--- config.mk ---
export PLATFORM = sky130hd
export DESIGN_NAME = counter_uart_reporter
export DESIGN_NICKNAME = d
export VERILOG_FILES = /design/src/rtl/counter_uart_reporter.sv
export SDC_FILE = /design/constraint.sdc
export NUM_CORES = 1
export LEC_CHECK = 0
export CORE_ASPECT_RATIO = 2
export CORE_MARGIN = 1.5
export CORE_UTILIZATION = 30
export CTS_CLUSTER_DIAMETER = 60
export CTS_CLUSTER_SIZE = 10
export DETAILED_ROUTE_END_ITERATION = 10
export GPL_TIMING_DRIVEN = 0
export PLACE_DENSITY = 0.45
export SLEW_MARGIN = 20
export SYNTH_ARGS = -nofsm -noshare
export SYNTH_HDL_FRONTEND = slang
export SYNTH_SLANG_ARGS = --single-unit
--- constraint.sdc ---
create_clock -name clk -period 2.2 [get_ports clk]
set_input_delay 0.44 -clock clk [delete_from_list [all_inputs] [get_ports clk]]
set_output_delay 0.44 -clock clk [all_outputs]
set_load 0.01 [all_outputs]
--- src/rtl/counter_uart_reporter.sv ---
// rtl/counter_uart_reporter.sv - periodic/on-demand UART report of DRAM tester pass/fail counters
// Sends "P=hhhh F=hhhh\r\n" at 8N1 from a snapshot taken when the frame is triggered.
module counter_uart_reporter #(
    parameter int BAUD_DIV    = 760,
    parameter int REPORT_LOG2 = 24
) (
    input  logic        clk,
    input  logic        rst_n,
    input  logic [15:0] pass_counter,
    input  logic [15:0] fail_counter,
    input  logic        report_req,
    output logic        txd,
    output logic        busy,
    output logic        done
);

    typedef enum logic [2:0] {IDLE, LOAD, START, DATA, STOP, FINISH} state_t;

    localparam logic [15:0] BAUD_RELOAD = 16'(BAUD_DIV - 1);

    state_t                 state, state_next;
    logic [REPORT_LOG2-1:0] timer;
    logic [15:0]            baud_cnt;
    logic [2:0]             bit_cnt;
    logic [3:0]             byte_idx;
    logic [7:0]             shreg;
    logic [15:0]            pass_snap;
    logic [15:0]            fail_snap;
    logic [7:0]             cur_byte;
    logic                   trigger;
    logic                   baud_tick;

    // The wrap edge is the clock on which the timer holds all-ones.
    assign trigger   = report_req | (&timer);
    assign baud_tick = (baud_cnt == 16'd0);
    assign busy      = (state != IDLE);
    assign done      = (state == FINISH);

    function automatic logic [7:0] hex_ascii(input logic [3:0] n);
        return (n < 4'd10) ? (8'h30 + {4'h0, n}) : (8'h37 + {4'h0, n});
    endfunction

    always_comb begin
        cur_byte = 8'h0A;
        case (byte_idx)
            4'd0:    cur_byte = 8'h50;
            4'd1:    cur_byte = 8'h3D;
            4'd2:    cur_byte = hex_ascii(pass_snap[15:12]);
            4'd3:    cur_byte = hex_ascii(pass_snap[11:8]);
            4'd4:    cur_byte = hex_ascii(pass_snap[7:4]);
            4'd5:    cur_byte = hex_ascii(pass_snap[3:0]);
            4'd6:    cur_byte = 8'h20;
            4'd7:    cur_byte = 8'h46;
            4'd8:    cur_byte = 8'h3D;
            4'd9:    cur_byte = hex_ascii(fail_snap[15:12]);
            4'd10:   cur_byte = hex_ascii(fail_snap[11:8]);
            4'd11:   cur_byte = hex_ascii(fail_snap[7:4]);
            4'd12:   cur_byte = hex_ascii(fail_snap[3:0]);
            4'd13:   cur_byte = 8'h0D;
            default: cur_byte = 8'h0A;
        endcase
    end

    always_comb begin
        state_next = state;
        case (state)
            IDLE:    if (trigger) state_next = LOAD;
            LOAD:    state_next = START;
            START:   if (baud_tick) state_next = DATA;
            DATA:    if (baud_tick && bit_cnt == 3'd7) state_next = STOP;
            STOP:    if (baud_tick) state_next = (byte_idx < 4'd14) ? LOAD : FINISH;
            FINISH:  state_next = IDLE;
            default: state_next = IDLE;
        endcase
    end

    always_ff @(posedge clk or negedge rst_n) begin
        if (!rst_n) state <= IDLE;
        else        state <= state_next;
    end

    always_ff @(posedge clk or negedge rst_n) begin
        if (!rst_n) timer <= '0;
        else        timer <= timer + 1'b1;
    end

    // txd is driven one clock ahead from the current state so it stays a clean flop output.
    always_ff @(posedge clk or negedge rst_n) begin
        if (!rst_n) begin
            txd       <= 1'b1;
            baud_cnt  <= 16'd0;
            bit_cnt   <= 3'd0;
            byte_idx  <= 4'd0;
            shreg     <= 8'd0;
            pass_snap <= 16'd0;
            fail_snap <= 16'd0;
        end else begin
            case (state)
                IDLE: begin
                    txd      <= 1'b1;
                    byte_idx <= 4'd0;
                    if (trigger) begin
                        pass_snap <= pass_counter;
                        fail_snap <= fail_counter;
                    end
                end
                LOAD: begin
                    shreg    <= cur_byte;
                    baud_cnt <= BAUD_RELOAD;
                    txd      <= 1'b0;
                end
                START: begin
                    if (baud_tick) begin
                        baud_cnt <= BAUD_RELOAD;
                        bit_cnt  <= 3'd0;
                        txd      <= shreg[0];
                        shreg    <= shreg >> 1;
                    end else begin
                        baud_cnt <= baud_cnt - 16'd1;
                    end
                end
                DATA: begin
                    if (baud_tick) begin
                        baud_cnt <= BAUD_RELOAD;
                        if (bit_cnt == 3'd7) begin
                            txd <= 1'b1;
                        end else begin
                            txd     <= shreg[0];
                            shreg   <= shreg >> 1;
                            bit_cnt <= bit_cnt + 3'd1;
                        end
                    end else begin
                        baud_cnt <= baud_cnt - 16'd1;
                    end
                end
                STOP: begin
                    txd <= 1'b1;
                    if (baud_tick) begin
                        baud_cnt <= BAUD_RELOAD;
                        if (byte_idx < 4'd14) byte_idx <= byte_idx + 4'd1;
                    end else begin
                        baud_cnt <= baud_cnt - 16'd1;
                    end
                end
                default: txd <= 1'b1;
            endcase
        end
    end

endmodule

==> results.ini, run 1 <==
[critical_path]
crit_fanout = 10
cp_slowest_cell = dfrtp_1
max_stage_delay_ns = 0.41
crit_chain = ha_4, nand2_2, nor4_4, nand3_2, a21oi_4, buf_12, buf_8, mux2_2
crit_type = reg2reg
start_kind = flop
crit_arrival_ns = 2.37
crit_path_end_kind = flop
critPathRequiredTime_ns = 2.43

[global_route]
grt_pass1_wl_microns = 24800
overflow = 0
antenna_found_initial = 0
track_usage_pct = 17.1
grt_start_max_net_pins = 62
grt_pass1_vias = 4748

[floorplanning]
initial_core_util_pct = 30.6
die_w_microns = 98.0
core_sq_um = 17700
num_rows = 69
ios = 38
die-area_sq_um = 18900
fp.dieH_microns = 193

[power_and_ir_drop]
ir_worst_vdd_v = 0.000415
leakage_uw = 0.00281
p_per_area_nw_per_um2 = 749
total_power_uw = 5010

[finish]
area_delta_synth_final_pct = 23.6
nFillCells = 1803
layout-drive-gt1-share_pct = 17.2
diodes = 0
nNetsFinal = 682
multiInputGateArea_sq_um = 3010
final-seq-area_sq_um = 2260

[synthesis]
synth_top_area_share_pct = 41.1
yosysWarnings = 0
synth.top_cells.by_count = 89 x dfrtp_1, 44 x nand2_1, 35 x o21ai_0
synth_seq_area_share_pct = 41.6
synth_nets = 616
synth_edf_count = 0
synth.distinct_cells = 65
syn_avg_cell_area_sq_um = 9.60
synth.largest_area_cell = dfrtp_1
async_flop_share_pct = 100
synthTopCellsByArea = dfrtp_1 41%, mux2_2 6.7%, ha_1 3.9%, xnor2_1 3.7%, o21ai_0 3.2%
netlist_area_sq_um = 5410
post-synth-top-count-cell = dfrtp_1
synthFlopType = dfrtp_1
ys_ff_latch = 90
synthCells = 564

[cts]
cts_tree = yes
htreeDepth = 3
path_clk_slew_ns = 0.07
cts-root-buf = clkbuf_16
clockBufferDepth = 2
numCtsBuffers = 9
clk-insertion-delay-late_ns = 0.35
cts.sinks = 90

[sta]
slew_headroom_pct = 52.1
final.setup_skew_ns = 0.00658
finalCritPeriodShare_pct = 97.2
drv_slew = 0
finalHoldViolations = 0
min_period_ns = 2.14
final-setup-viol-count = 0
fmaxAchievable_ghz = 0.468
hold_ws_ns = 0.469
tightest_slew_ns = 0.711

[routing]
via_per_inst = 5.41
drt-total-wl_microns = 15900
drcViolationCount = 0
vias = 4580
routedWlPerCell_microns = 18.8
first_iter_violations = 135
drtPass1Iterations = 6
final_antenna_net_count = 0

[outcome]
status = completed

[place]
hpwl_microns = 12000
portBuffers = 37
place.gp.congestion = 0.951

[min_path]
hp-class = reg2reg

[run]
cap_violations = 0

[through the flow]
stage | instances | area [sq um] | setup TNS, ns | setup WS, ns | util [%]
2_1_floorplan | 564 | 5410 | 0 | 0.271 | -
3_3_place_gp | 814 | 6050 | -254.03 | -2.83 | 34.2
3_5_place_dp | 815 | 6080 | -2.10 | -0.254 | 34.3
4_1_cts | 835 | 6460 | 0 | 0.000379 | 36.5
5_1_grt | 847 | 6690 | -0.271 | -0.0462 | 37.8
6_report | 847 | 6690 | 0 | 0.0613 | 37.8
[power by group]
group / internal, uW / leakage [uW] / total [uW] / switching [uW]
clock: 973 / 0.000151 / 1650 / 675
sequential: 1900 / 0.00112 / 2220 / 317
combinational: 536 / 0.00154 / 1140 / 608
total: 3410 / 0.00281 / 5010 / 1600
[state kept, by name (all words and copies together) (netlist names)]
register and cells:
txd 1, shreg 7, byte_idx 4, pass_snap 16, state 3, baud_cnt 16
timer 24, bit_cnt 3, fail_snap 16
[layout by cell type (no fill, tap or decap), drive strengths merged, types with 5 or more instances in the layout]
cell / instances
a211oi: 9
a21o: 6
a21oi: 30
a22o: 10
a31oi: 7
a32oi: 6
and2: 5
and3: 9
and4b: 8
buf: 28
clkbuf: 31
clkdlybuf4s50: 35
dfrtp: 89
ha: 17
inv: 30
mux2: 33
nand2: 44
nand3: 25
nand4: 11
nor2: 26
nor2b: 13
nor3: 14
nor4: 9
o211ai: 10
o21ai: 35
o22ai: 5
xnor2: 23
xor2: 8
[kinds of logic (layout without fill, tap and decap cells)]
kind of cell / after synthesis / in the layout / synth area share, %
DFF: 90 / 90 / 41.6
xor gates and xnor gates: 31 / 31 / 5.02
buffers and inverters: 58 / 128 / 4.62
and+or+nand+nor: 185 / 185 / 19.2
adders and majority gates: 17 / 17 / 3.93
AOI/OAI and AO/OA: 146 / 146 / 18.0
muxes: 37 / 37 / 7.61
[area by class of cell]
class	count	area share [%]
Clock buffer	12	3.98
Timing Repair Buffer	56	8.45
Inverter	29	1.63
Buffer	28	2.56
Sequential cell	90	33.7
Tap cell	213	3.98
Clock inverter	3	0.692
Multi-Input combinational cell	416	45.0
[worst max-delay path, delay by kind of cell (launching register included)]
family	cells	cell delay (ns)
simple gates	3	0.61
flops	1	0.41
mux	1	0.33
buf+inv	2	0.29
compound gates	1	0.21
fa+ha+maj	1	0.16
[final timing paths]
| path | endpoint | slack (ns) | start | cells after the start |
|---|---|---|---|---|
| min in group asynchronous | baud_cnt[8] | 0.53 | rst_n | 2 |
| min | timer[23] | 0.47 | timer[23] | 1 |
| max | fail_snap[8] | 0.06 | timer[1] | 8 |
| max reg2reg | fail_snap[8] | 0.06 | timer[1] | 8 |
| min reg2reg | timer[23] | 0.47 | timer[23] | 1 |
| max in group asynchronous | txd | 1.02 | rst_n | 3 |
[metal layers]
metal	wire (microns)	GRT usage, %
met5	0	0
met4	1070	13.0
met2	8800	32.1
met3	350	2.31
met1	5700	16.7
[what timing repair did]
action,in CTS,in global routing
hold buffers,1,0
setup buffers,4,12
hold endpoints to repair,29,0
pin swaps,1,7
gates cloned,0,1
gates resized for setup,9,36
endpoints found under the setup margin,39,51
(Power assumes the default switching activity.)
==> run 2, diff against run 1 <==
- CTS_CLUSTER_DIAMETER: 60 -> 120
==> results of run 2 <==
Final layout, timing and power as in run 1 (identical DEF).
